`config.mk`:
```
export PLATFORM = sky130hd
export DESIGN_NAME = divider
export DESIGN_NICKNAME = d
export VERILOG_FILES = /design/src/rtl/divider.sv
export SDC_FILE = /design/constraint.sdc
export NUM_CORES = 1
export LEC_CHECK = 0
export ABC_AREA = 1
export CAP_MARGIN = 10
export CORE_ASPECT_RATIO = 1.1
export CORE_MARGIN = 2
export CORE_UTILIZATION = 55
export CTS_CLUSTER_DIAMETER = 100
export CTS_CLUSTER_SIZE = 8
export DETAILED_ROUTE_END_ITERATION = 7
export GPL_ROUTABILITY_DRIVEN = 0
export PLACE_DENSITY_LB_ADDON = 0.1
export SLEW_MARGIN = 20
export SYNTH_ARGS = -nofsm -noshare
export SYNTH_HDL_FRONTEND = slang
export SYNTH_SLANG_ARGS = --single-unit
```
`constraint.sdc`:
```
create_clock -name Clock -period 2.55 [get_ports Clock]
set_input_delay 0.255 -clock Clock [delete_from_list [all_inputs] [get_ports Clock]]
set_output_delay 0.255 -clock Clock [all_outputs]
set_load 0.02 [all_outputs]
```
`src/rtl/divider.sv`:
```
// Sequential signed 32-bit divider (MIPS div semantics) for the HI/LO datapath.
// Restoring algorithm on magnitudes, one quotient bit per clock, signs fixed up
// in a final cycle. Remainder -> Div_HIOut, quotient -> Div_LOOut.
module divider (
    input  logic        Clock,
    input  logic        Reset,
    input  logic        Div_Start,
    input  logic [31:0] Div_A,
    input  logic [31:0] Div_B,
    output logic [31:0] Div_HIOut,
    output logic [31:0] Div_LOOut,
    output logic        Div_Busy,
    output logic        Div_Done,
    output logic        Div_Zero
);

    localparam logic [1:0] S_IDLE = 2'd0;
    localparam logic [1:0] S_CALC = 2'd1;
    localparam logic [1:0] S_FIX  = 2'd2;

    logic [1:0]  r_state;
    logic [31:0] r_dividend;   // shifts out dividend bits, shifts in quotient bits
    logic [31:0] r_divisor;
    logic [31:0] r_rem;        // always < divisor between steps, so 32 bits suffice
    logic [4:0]  r_count;
    logic        r_sign_rem;
    logic        r_sign_quo;
    logic        r_zero;
    logic [31:0] r_hi;
    logic [31:0] r_lo;
    logic        r_done;
    logic        r_zero_pulse;

    logic [31:0] w_abs_a;
    logic [31:0] w_abs_b;
    logic [32:0] w_rem_shift;
    logic [32:0] w_diff;
    logic        w_ge;
    logic [31:0] w_quo_fixed;
    logic [31:0] w_rem_fixed;

    // Magnitudes; 0x80000000 maps to itself, which is the correct unsigned value.
    assign w_abs_a = Div_A[31] ? (~Div_A + 32'd1) : Div_A;
    assign w_abs_b = Div_B[31] ? (~Div_B + 32'd1) : Div_B;

    // One restoring step: the 33-bit shifted partial remainder minus the divisor;
    // no borrow out of bit 32 means partial remainder >= divisor.
    assign w_rem_shift = {r_rem, r_dividend[31]};
    assign w_diff      = w_rem_shift - {1'b0, r_divisor};
    assign w_ge        = ~w_diff[32];

    assign w_quo_fixed = r_sign_quo ? (~r_dividend + 32'd1) : r_dividend;
    assign w_rem_fixed = r_sign_rem ? (~r_rem + 32'd1) : r_rem;

    assign Div_HIOut = r_hi;
    assign Div_LOOut = r_lo;
    assign Div_Done  = r_done;
    assign Div_Zero  = r_zero_pulse;
    assign Div_Busy  = (r_state != S_IDLE);

    // Control FSM, datapath iteration and result registers.
    always_ff @(posedge Clock) begin
        if (Reset) begin
            r_state      <= S_IDLE;
            r_dividend   <= '0;
            r_divisor    <= '0;
            r_rem        <= '0;
            r_count      <= '0;
            r_sign_rem   <= 1'b0;
            r_sign_quo   <= 1'b0;
            r_zero       <= 1'b0;
            r_hi         <= '0;
            r_lo         <= '0;
            r_done       <= 1'b0;
            r_zero_pulse <= 1'b0;
        end else begin
            r_done       <= 1'b0;
            r_zero_pulse <= 1'b0;
            case (r_state)
                S_IDLE: begin
                    if (Div_Start) begin
                        if (Div_B == 32'd0) begin
                            r_zero  <= 1'b1;
                            r_state <= S_FIX;
                        end else begin
                            r_dividend <= w_abs_a;
                            r_divisor  <= w_abs_b;
                            r_sign_rem <= Div_A[31];
                            r_sign_quo <= Div_A[31] ^ Div_B[31];
                            r_rem      <= '0;
                            r_count    <= '0;
                            r_zero     <= 1'b0;
                            r_state    <= S_CALC;
                        end
                    end
                end
                S_CALC: begin
                    r_rem      <= w_ge ? w_diff[31:0] : w_rem_shift[31:0];
                    r_dividend <= {r_dividend[30:0], w_ge};
                    r_count    <= r_count + 5'd1;
                    if (r_count == 5'd31) begin
                        r_state <= S_FIX;
                    end
                end
                S_FIX: begin
                    if (!r_zero) begin
                        r_lo <= w_quo_fixed;
                        r_hi <= w_rem_fixed;
                    end
                    r_done       <= 1'b1;
                    r_zero_pulse <= r_zero;
                    r_zero       <= 1'b0;
                    r_state      <= S_IDLE;
                end
                default: begin
                    r_state <= S_IDLE;
                end
            endcase
        end
    end

endmodule

```
# == Word level (Yosys, flattened, before mapping) ==
# Cells that the tools add are included.
# word_totals
out_inout_bits,67
input_bits,67
regBits,172
# op_classes
bitwise_logic,9
n_reduce_logical,11
n_eq_ne,6
n_mux,22
addsub,6
# op_table
cell,count
2-to-1 mux 32 bit,9
adder 32 x 1 -> 32 bit (second input constant),4
inverter 32 bit,4
case mux 32 bit (2 select lines),2
subtractor 33 x 32 -> 33 bit,1
logical NOT 32 bit,1
2-to-1 mux 5 bit,2
case mux 5 bit (2 select lines),1
2-to-1 mux 2 bit,3
inequality test 2 bit (second input constant),3
AND reduction 2 bit,3
AND reduction 3 bit,2
nonzero test 2 bit,3
adder 5 x 1 -> 5 bit (second input constant),1
== test 5 bit (second input constant),1
inverter 1 bit,4
case mux 2 bit (2 select lines),1
2-to-1 mux 1 bit,3
== test 2 x 1 -> 1 bit (second input constant),1
== test 2 bit (second input constant),1
logical NOT 2 bit,1
case mux 1 bit (2 select lines),1
OR reduction 2 bit,1
bitwise XOR 1 bit,1

# == Depth between registers and ports, before layout ==
# Gate-level depths: netlist of the first run.
# depth
word_depth,6
depth_mapped,18
mapped_depth_nobuf,17

# == Worst setup path before layout of the first run ==
# Ideal clock, no wire load.
# synth_timing
kind,register to register
start,register r_dividend[31]
end,register r_rem[17]
path_slack_ps,362
arrival_time_ps,2045
path_stages_with_launch,17
n_path_buf,1
setup_ps,143
period_less_slack_ps,2188
cell_sequence,dfxtp_1 inv_1 ha_1 fa_1 inv_1 nand2_1 nand2_1 nand3_2 nand2_4 nand2_4 nand2_4 nand2_4 nand3_4 buf_2 nand3_1 nand3_2 a21oi_2
# synth_via
elab_chain_cells,3
# synth_rtl
item,line,rtl
from (decl),22,logic [31:0] r_dividend;
from (signal assigned),86,r_dividend <= w_abs_a;
from (signal assigned),99,"r_dividend <= {r_dividend[30:0], w_ge};"
subtractor 33 x 32 -> 33 bit,49,"assign w_diff = w_rem_shift - {1'b0, r_divisor};"
2-to-1 mux 32 bit,98,r_rem <= w_ge ? w_diff[31:0] : w_rem_shift[31:0];
case mux 32 bit (2 select lines),79,case (r_state)
to (signal assigned),98,
to (decl),24,logic [31:0] r_rem;
# No other way between the ends.
# A chain may end at the register's enable or synchronous reset.

# == Worst setup path in the final report of the first run ==
# layout_timing
start,register r_rem[20]
end,register r_rem[14]
# layout_via
elab_chain_cells,3
# layout_rtl
item,line
subtractor 33 x 32 -> 33 bit,49
2-to-1 mux 32 bit,98
case mux 32 bit (2 select lines),79
# No other way between the ends.

==> flow_metrics.py, run 1 <==
metrics = {
    "run_status": {
        "outcome": "complete, no violations",
    },
    "floorplan": {
        "coreArea_sq_mm": 0.0235,
        "dieHeight_microns": 166,
        "ios": 134,
        "start_util": 0.556,
        "rows": 59,
        "die_w_microns": 151,
        "fp.dieArea_sq_mm": 0.0250,
    },
    "setup_path": {
        "cpMostUsedCell": "nand2_1",
        "cp.required_ps": 2850,
        "cp.arrival_ps": 2680,
        "slowest_stage": "dfxtp_1",
        "max_stage_delay_ps": 550,
        "r2r_slack_ps": 170,
        "setup.worst_path.start_class": "flop",
        "critPathMaxFanout": 20,
        "path_cells": "ha_1 > nand2_1 > nand2_1 > nand2_1 > nand2_1 > inv_1 > nand2_2 > a21oi_4 > nand2_4 > nand2_4 > buf_6 > nand3_1 > nand3_2 > a21oi_2",
        "critical_path_class": "flop to flop",
        "setup.worst_path.end_class": "flop",
    },
    "clock_network": {
        "cts_max_level": 4,
        "cts_setup_buffers": 0,
        "cts_root_buf": "clkbuf_16",
        "clockBufferDepth": 2,
        "cts_tree": "yes",
        "path_clk_slew_ps": 70,
        "cts_buffers": 17,
        "insertion_delay_ps": 440,
        "cts_sinks": 172,
    },
    "placed_design": {
        "dp_slack_ps": 113,
        "numPlacedInstances": 2471,
        "hpwl_mm": 30.3,
        "io_buffers": 133,
    },
    "yosys": {
        "synth_seq_cells": 172,
        "yosysUniqueCellTypes": 48,
        "synth_fp_nets": 2182,
        "syn-cell-area_sq_mm": 0.0131,
        "synth-async-reset-ratio": 0,
        "synth_edf_count": 0,
        "synth_top_flop_cell": "dfxtp_1",
        "yosysWarnings": 0,
        "ys_seq_area_frac": 0.264,
        "synth.avg_cell_area_sq_um": 6.29,
        "synth_cells": 2076,
    },
    "route": {
        "wire_per_inst_microns": 15.5,
        "drt_wl_total_mm": 38.7,
        "wl_met3_mm": 2.55,
        "num_vias": 13700,
        "drt-initial-drc-count": 892,
        "route.met2.wl_mm": 18.0,
        "drc": 0,
        "drt_first_pass_iters": 5,
        "wl_met1_mm": 16.6,
        "viasPerCell": 5.46,
        "highest_layer": "met4",
        "antenna_left": 0,
    },
    "layout": {
        "drive_gt1_frac": 0.101,
        "layout_commonest_cell": "nand2_1",
        "fin_nets": 2292,
        "layout_common_cells": "507 x nand2_1, 327 x inv_1, 172 x nor2_1",
        "fill_cells": 2199,
        "final_cell_count_no_fill": 2504,
        "diodes": 0,
        "area_growth_pct": 17.1,
    },
    "grt": {
        "grtUsageTotal": 0.312,
        "grt_max_degree": 88,
        "grt_antenna_before_repair": 0,
        "first_global_vias": 12200,
        "overflow": 0,
        "grt_pass1_wl_mm": 61.5,
    },
    "sta": {
        "clock.fmax_ghz": 0.419,
        "grt_setup_unrepaired": "false",
        "worst_slew_margin_rel": 0.516,
        "setup_viol": 0,
        "worstMarginPinSlew_ps": 726,
        "tns_ps": 0,
        "post-route-period-util": 0.935,
        "slew_violations": 0,
        "hold_violations": 0,
        "layout_min_cycle_time_ps": 2380,
        "setup_slack_ps": 165,
        "skew_ps": 9.02,
    },
    "power": {
        "leakagePower_nw": 7.23,
        "powerDensity_mw_per_mm2": 1190,
        "ir_drop_v": 0.000911,
    },
    "flow_run": {
        "maxCapViolations": 0,
    },
    "min_path": {
        "hp-class": "primary input to flop",
    },
}
[layer usage]
layer / vias up / track usage
met4: 0 / 0.146
met2: 436 / 0.507
met1: 6240 / 0.408
li1: 6914 / -
met5: - / 0
met3: 81 / 0.0475
[power by group]
group          total [mW]  leakage, nW  switching, mW  internal [mW]
logic                12.2         5.53           8.17           3.98
registers            3.43         1.40          0.404           3.03
clock network        2.60        0.292           1.28           1.32
[registers in the layout (all words and copies together) (netlist names)]
register / cells
Div_HIOut: 32
Div_LOOut: 32
r_dividend: 32
r_divisor: 32
r_rem: 32
r_count: 5
r_state: 2
Div_Done: 1
Div_Zero: 1
r_sign_quo: 1
r_sign_rem: 1
r_zero: 1
[repair_timing]
action,4_1_cts,5_1_grt
resized for setup,0,7
hold buffers,0,0
endpoints found under the setup margin,0,25
[logic make-up after synthesis]
logic type / synth area share
compound gates: 0.180
xor+xnor: 0.0436
fa+ha+maj: 0.0379
buf+inv: 0.133
flops: 0.264
simple gates: 0.342
[worst max-delay path: cells and delay by family (launching register included)]
family | cells | cell delay, ps
AND/OR/NAND/NOR | 9 | 780
flip-flops | 1 | 550
buffers and inverters | 2 | 270
adder cells (fa/ha/maj) | 1 | 360
AO/OA/AOI/OAI | 2 | 280
[metrics by stage]
stage	util	cell area, sq um	total power [mW]	hold slack, ps
6_report	0.651	15300	18.2	108
5_1_grt	0.651	15300	19.8	102
4_1_cts	0.650	15300	17.9	108
3_5_place_dp	0.624	14700	15.2	459
3_3_place_gp	0.624	14700	15.0	454
2_1_floorplan	-	13100	12.9	399
[final timing paths]
check,from,endpoint,depth (start not counted)
setup / recovery,r_rem[20]$_SDFFE_PP0P_,r_rem[14]$_SDFFE_PP0P_,14
hold / removal,Reset,r_dividend[25]$_SDFFE_PP0P_,2
setup reg to reg,r_rem[20]$_SDFFE_PP0P_,r_rem[14]$_SDFFE_PP0P_,14
hold reg to reg,r_dividend[27]$_SDFFE_PP0P_,r_dividend[27]$_SDFFE_PP0P_,2
[Yosys cell counts, drive strengths merged (3+ instances only)]
master / instances / area share
ha: 38 / 0.036
and3: 5 / 0.0024
nand3b: 6 / 0.0034
clkbuf: 36 / 0.010
o211ai: 17 / 0.0098
o21a: 9 / 0.0052
nor3: 32 / 0.014
o31ai: 3 / 0.0017
nor2: 183 / 0.055
o221ai: 14 / 0.0094
o21bai: 13 / 0.0075
inv: 337 / 0.097
dfxtp: 172 / 0.26
buf: 46 / 0.025
a21oi: 172 / 0.077
xor2: 46 / 0.031
or2: 6 / 0.0029
a31oi: 7 / 0.0034
and2: 3 / 0.0014
nand4: 20 / 0.0096
o21ai: 127 / 0.049
nand2: 551 / 0.17
nand3: 169 / 0.078
xnor2: 19 / 0.013
nor4: 8 / 0.0038
o22ai: 33 / 0.016
[layout make-up]
class	instances	area, sq um	area share
flip-flops and latches	172	3450	0.226
inverters	338	1270	0.0830
multi-input cells	1485	7910	0.517
well taps	305	382	0.0250
clock inverters	15	173	0.0113
clock buffers	17	425	0.0278
repair buffers	172	1680	0.110
No activity file was read; power rests on OpenSTA's default activity.
==> run 2: changes to the inputs <==
--- a/config.mk
+++ b/config.mk
@@ -12,2 +12,3 @@
 export CORE_UTILIZATION = 55
+export CTS_BUF_LIST = sky130_fd_sc_hd__clkbuf_8
 export CTS_CLUSTER_DIAMETER = 100
@@ -15,2 +16,3 @@
 export DETAILED_ROUTE_END_ITERATION = 7
+export DONT_BUFFER_PORTS = 1
 export GPL_ROUTABILITY_DRIVEN = 0
==> constraint.sdc (replaced) <==
create_clock -name Clock -period 2.55 [get_ports Clock]
set_input_delay 0.51 -clock Clock [delete_from_list [all_inputs] [get_ports Clock]]
set_output_delay 0.51 -clock Clock [all_outputs]
set_load 0.02 [all_outputs]
==> flow_metrics.py, run 2 (synthesis results as in run 1) <==
metrics = {
    "layout": {
        "diodes": 0,
        "area_growth_pct": 4.86,
        "layout_common_cells": "506 x nand2_1, 328 x inv_1, 172 x dfxtp_1, 172 x nor2_1, 138 x a21oi_1",
        "fin_nets": 2151,
        "drive_gt1_frac": 0.103,
        "layout_commonest_cell": "nand2_1",
        "fill_cells": 2364,
    },
    "clock_network": {
        "cts_root_buf": "clkbuf_8",
        "holdBufCountCts": 0,
        "cts_max_level": 4,
        "cts_buffers": 17,
        "cts_resized": 0,
        "cts_setup_buffers": 0,
        "insertion_delay_ps": 480,
        "clockBufferDepth": 2,
        "cts_sinks": 172,
        "cts_tree": "yes",
        "path_clk_slew_ps": 100,
    },
    "setup_path": {
        "crit_family": "simple AND/OR/NAND/NOR gates",
        "cp.arrival_ps": 2790,
        "setup.worst_path.start_class": "flop",
        "critPathMaxFanout": 30,
        "slowest_stage": "dfxtp_1",
        "setup.worst_path.end_class": "flop",
        "cp.required_ps": 2950,
        "cpMostUsedCell": "nand2_4",
        "critical_path_class": "flop to flop",
        "max_stage_delay_ps": 550,
        "path_buf_inv": 2,
        "path_cells": "ha_1 > nand2_2 > inv_2 > a21oi_4 > nand2_4 > nand2_4 > nand2_4 > nand2_4 > nand3_4 > buf_12 > nand3_1 > nand3_2 > a21oi_2",
    },
    "sta": {
        "skew_ps": 17.4,
        "layout_min_cycle_time_ps": 2380,
        "clock.fmax_ghz": 0.419,
        "slew_violations": 0,
        "setup_viol": 0,
        "setup_slack_ps": 166,
        "post-route-period-util": 0.935,
        "worstMarginPinSlew_ps": 707,
        "grt_setup_unrepaired": "false",
        "worst_slew_margin_rel": 0.528,
        "tns_ps": 0,
        "hold_violations": 0,
    },
    "floorplan": {
        "ios": 134,
        "fp.dieArea_sq_mm": 0.0250,
        "coreArea_sq_mm": 0.0235,
        "die_w_microns": 151,
        "start_util": 0.556,
        "rows": 59,
        "dieHeight_microns": 166,
    },
    "grt": {
        "overflow": 0,
        "grt_antenna_before_repair": 0,
        "first_global_vias": 11400,
        "grt_max_degree": 115,
        "grt_pass1_wl_mm": 59.6,
        "grtUsageTotal": 0.307,
    },
    "route": {
        "drt-initial-drc-count": 804,
        "drc": 0,
        "num_vias": 13000,
        "drt_wl_total_mm": 38.7,
        "wire_per_inst_microns": 16.4,
        "drt_first_pass_iters": 6,
        "antenna_left": 0,
        "viasPerCell": 5.49,
    },
    "power": {
        "clock_power_share": 0.107,
        "leakagePower_nw": 6.60,
        "swShare": 0.562,
        "p_int_mw": 7.62,
        "p_sw_mw": 9.78,
        "ir_drop_v": 0.00113,
        "combPwrFrac": 0.690,
        "powerDensity_mw_per_mm2": 1270,
        "seq_power_share": 0.202,
    },
    "placed_design": {
        "hpwl_mm": 30.5,
        "io_buffers": 0,
        "dp_slack_ps": 100,
    },
    "flow_run": {
        "maxCapViolations": 0,
    },
    "run_status": {
        "outcome": "complete, no violations",
    },
    "min_path": {
        "hp-class": "primary input to flop",
    },
}
## run 2: routing by layer
metal  global-route usage  up-vias  share of wire
li1                     -     6614              -
met1                0.404     5886           0.43
met2                0.493      408           0.46
met3               0.0604       70          0.075
met4                0.124        0          0.037
met5                    0        -              0
## run 2: final timing paths
| check | from | to | slack [ps] | depth (start not counted) |
|---|---|---|---|---|
| worst max-delay path | r_rem[6]$_SDFFE_PP0P_ | r_rem[0]$_SDFFE_PP0P_ | 170 | 13 |
| worst min-delay path | Reset | Div_Done$_SDFF_PP0_ | 90 | 1 |
| worst max register to register | r_rem[6]$_SDFFE_PP0P_ | r_rem[0]$_SDFFE_PP0P_ | 170 | 13 |
| worst min register to register | r_dividend[27]$_SDFFE_PP0P_ | r_dividend[27]$_SDFFE_PP0P_ | 460 | 2 |
## run 2: layout make-up
class	instances	area (sq um)	share of cell area
Sequential cell	172	3440	0.252
Clock inverter	15	144	0.0105
Inverter	338	1270	0.0927
Multi-Input combinational cell	1485	7930	0.579
Clock buffer	17	234	0.0171
Tap cell	305	382	0.0279
Timing Repair Buffer	31	290	0.0212
## run 2: through the flow
step / cell area, sq um / power [mW] / std cells / utilization / hold WS (ps)
floorplan: 13100 / 12.9 / 2076 / - / 443
global placement: 13300 / 14.9 / 2330 / 0.565 / 447
detailed placement: 13300 / 15.1 / 2330 / 0.565 / 452
CTS: 13600 / 17.0 / 2362 / 0.581 / 72.7
global route: 13700 / 18.9 / 2363 / 0.583 / 76.5
finish: 13700 / 17.4 / 2363 / 0.583 / 94.3
## run 2: power groups by stage
stage | logic, mW | clock network (mW) | registers (mW)
final | 12.0 | 1.87 | 3.52
after detailed placement | 11.5 | 0 | 3.56
after CTS | 11.6 | 1.91 | 3.49
after global routing | 13.3 | 2.00 | 3.55
after floorplan | 9.46 | 0 | 3.41
after global placement | 11.3 | 0 | 3.55
==> run 3: changes to the inputs <==
CORE_MARGIN = 8   (was 2)
==> flow_metrics.py, run 3 (synthesis results as in run 1) <==
metrics = {
    "run_status": {
        "outcome": "complete, no violations",
    },
    "setup_path": {
        "slowest_stage": "fa_2",
        "max_stage_delay_ps": 370,
        "path_buf_inv": 2,
        "path_cells": "inv_1 > ha_1 > fa_2 > inv_1 > nand2_1 > nand2_1 > nand3_2 > nand2_4 > nand2_4 > nand2_4 > nand2_4 > nand3_4 > nand2_4 > nand2_2 > nand3_2 > a21oi_2",
        "setup.worst_path.start_class": "flop",
        "setup.worst_path.end_class": "flop",
        "cpMostUsedCell": "nand2_4",
        "cp.arrival_ps": 2820,
        "cp.required_ps": 2950,
        "crit_family": "simple AND/OR/NAND/NOR gates",
        "critical_path_class": "flop to flop",
        "critPathMaxFanout": 15,
    },
    "clock_network": {
        "cts_max_level": 4,
        "clockBufferDepth": 2,
        "path_clk_slew_ps": 100,
        "insertion_delay_ps": 470,
        "cts_sinks": 172,
        "cts_root_buf": "clkbuf_8",
        "cts_tree": "yes",
        "cts_resized": 0,
        "cts_setup_buffers": 0,
        "cts_buffers": 17,
        "holdBufCountCts": 0,
    },
    "sta": {
        "post-route-period-util": 0.946,
        "holdWs_ps": 105,
        "clock.fmax_ghz": 0.415,
        "tns_ps": 0,
        "worst_slew_margin_rel": 0.557,
        "worstMarginPinSlew_ps": 664,
        "skew_ps": 16.9,
        "slew_violations": 0,
        "hold_violations": 0,
        "grt_setup_unrepaired": "false",
        "setup_viol": 0,
        "layout_min_cycle_time_ps": 2410,
    },
    "power": {
        "leakagePower_nw": 6.62,
        "powerDensity_mw_per_mm2": 1280,
        "ir_drop_v": 0.000857,
    },
    "grt": {
        "first_global_vias": 11700,
        "busiest_layer": "met2",
        "grt_pass1_wl_mm": 62.6,
        "grtUsageMet3": 0.0527,
        "grtUsageTotal": 0.272,
        "grt_antenna_before_repair": 0,
        "grtUsageMet2": 0.449,
        "grt_max_degree": 115,
        "globalRouteMet1Util": 0.346,
        "overflow": 0,
    },
    "floorplan": {
        "start_util": 0.556,
        "fp.dieArea_sq_mm": 0.0289,
        "ios": 134,
        "rows": 59,
        "coreArea_sq_mm": 0.0235,
        "dieHeight_microns": 178,
        "die_w_microns": 163,
    },
    "placed_design": {
        "io_buffers": 0,
        "hpwl_mm": 31.5,
        "numPlacedInstances": 2331,
        "dpl-instance-area_sq_mm": 0.0133,
    },
    "layout": {
        "area_growth_pct": 5.14,
        "final_cell_area_sq_mm": 0.0137,
        "fin_util": 0.585,
        "fin_nets": 2152,
        "layout_commonest_cell": "nand2_1",
        "drive_gt1_frac": 0.103,
        "layout_common_cells": "507 x nand2_1, 328 x inv_1, 172 x dfxtp_1, 172 x nor2_1, 138 x a21oi_1",
        "final_cell_count_no_fill": 2364,
        "diodes": 0,
    },
    "route": {
        "num_vias": 13100,
        "drc": 0,
        "wire_per_inst_microns": 17.0,
        "antenna_left": 0,
        "drt_wl_total_mm": 40.1,
        "drt_first_pass_iters": 5,
        "viasPerCell": 5.55,
        "drt-initial-drc-count": 1100,
    },
    "flow_run": {
        "maxCapViolations": 0,
    },
    "min_path": {
        "hp-class": "primary input to flop",
    },
}
==> run 3: changes by cell type in the layout (fill, tap and decap cells not counted), sizes merged <==
cell,previous run,this run
buf,31,32
bufinv,0,2
clkinv,3,1
clkinvlp,2,3
inv,348,347
==> run 3: layout make-up <==
cell class,instances,area [sq um]
Clock buffer,17,234
Clock inverter,15,180
Fill cell,2379,9750
Inverter,338,1270
Multi-Input combinational cell,1485,7910
Sequential cell,172,3440
Tap cell,305,382
Timing Repair Buffer,32,305
==> run 3: path summary, 6_finish.rpt <==
kind / from / to / slack, ps / depth (start not counted)
hold / removal: Reset / Div_Done$_SDFF_PP0_ / 110 / 1
hold reg to reg: r_dividend[27]$_SDFFE_PP0P_ / r_dividend[27]$_SDFFE_PP0P_ / 470 / 2
setup / recovery: r_dividend[31]$_SDFFE_PP0P_ / r_rem[10]$_SDFFE_PP0P_ / 140 / 16
setup reg to reg: r_dividend[31]$_SDFFE_PP0P_ / r_rem[10]$_SDFFE_PP0P_ / 140 / 16
==> run 3: routing by layer <==
metal / wire (microns) / vias to the layer above
met1: 17100 / 6034
met3: 3100 / 44
met5: 0 / -
met4: 1150 / 0
met2: 18700 / 434
li1: - / 6613
==> run 3: through the flow <==
stage                     setup WS (ps)  total power [mW]
after floorplan                     362              12.9
after global placement              157              14.9
after detailed placement           82.2              15.1
after CTS                          63.8              17.2
after global routing              0.147              19.0
final                               138              17.6
==> run 3: power breakdown <==
group	internal [mW]	switching, mW	total [mW]
clock network	0.910	1.15	2.06
logic	3.83	8.21	12.0
registers	3.02	0.462	3.48
total	7.76	9.83	17.6
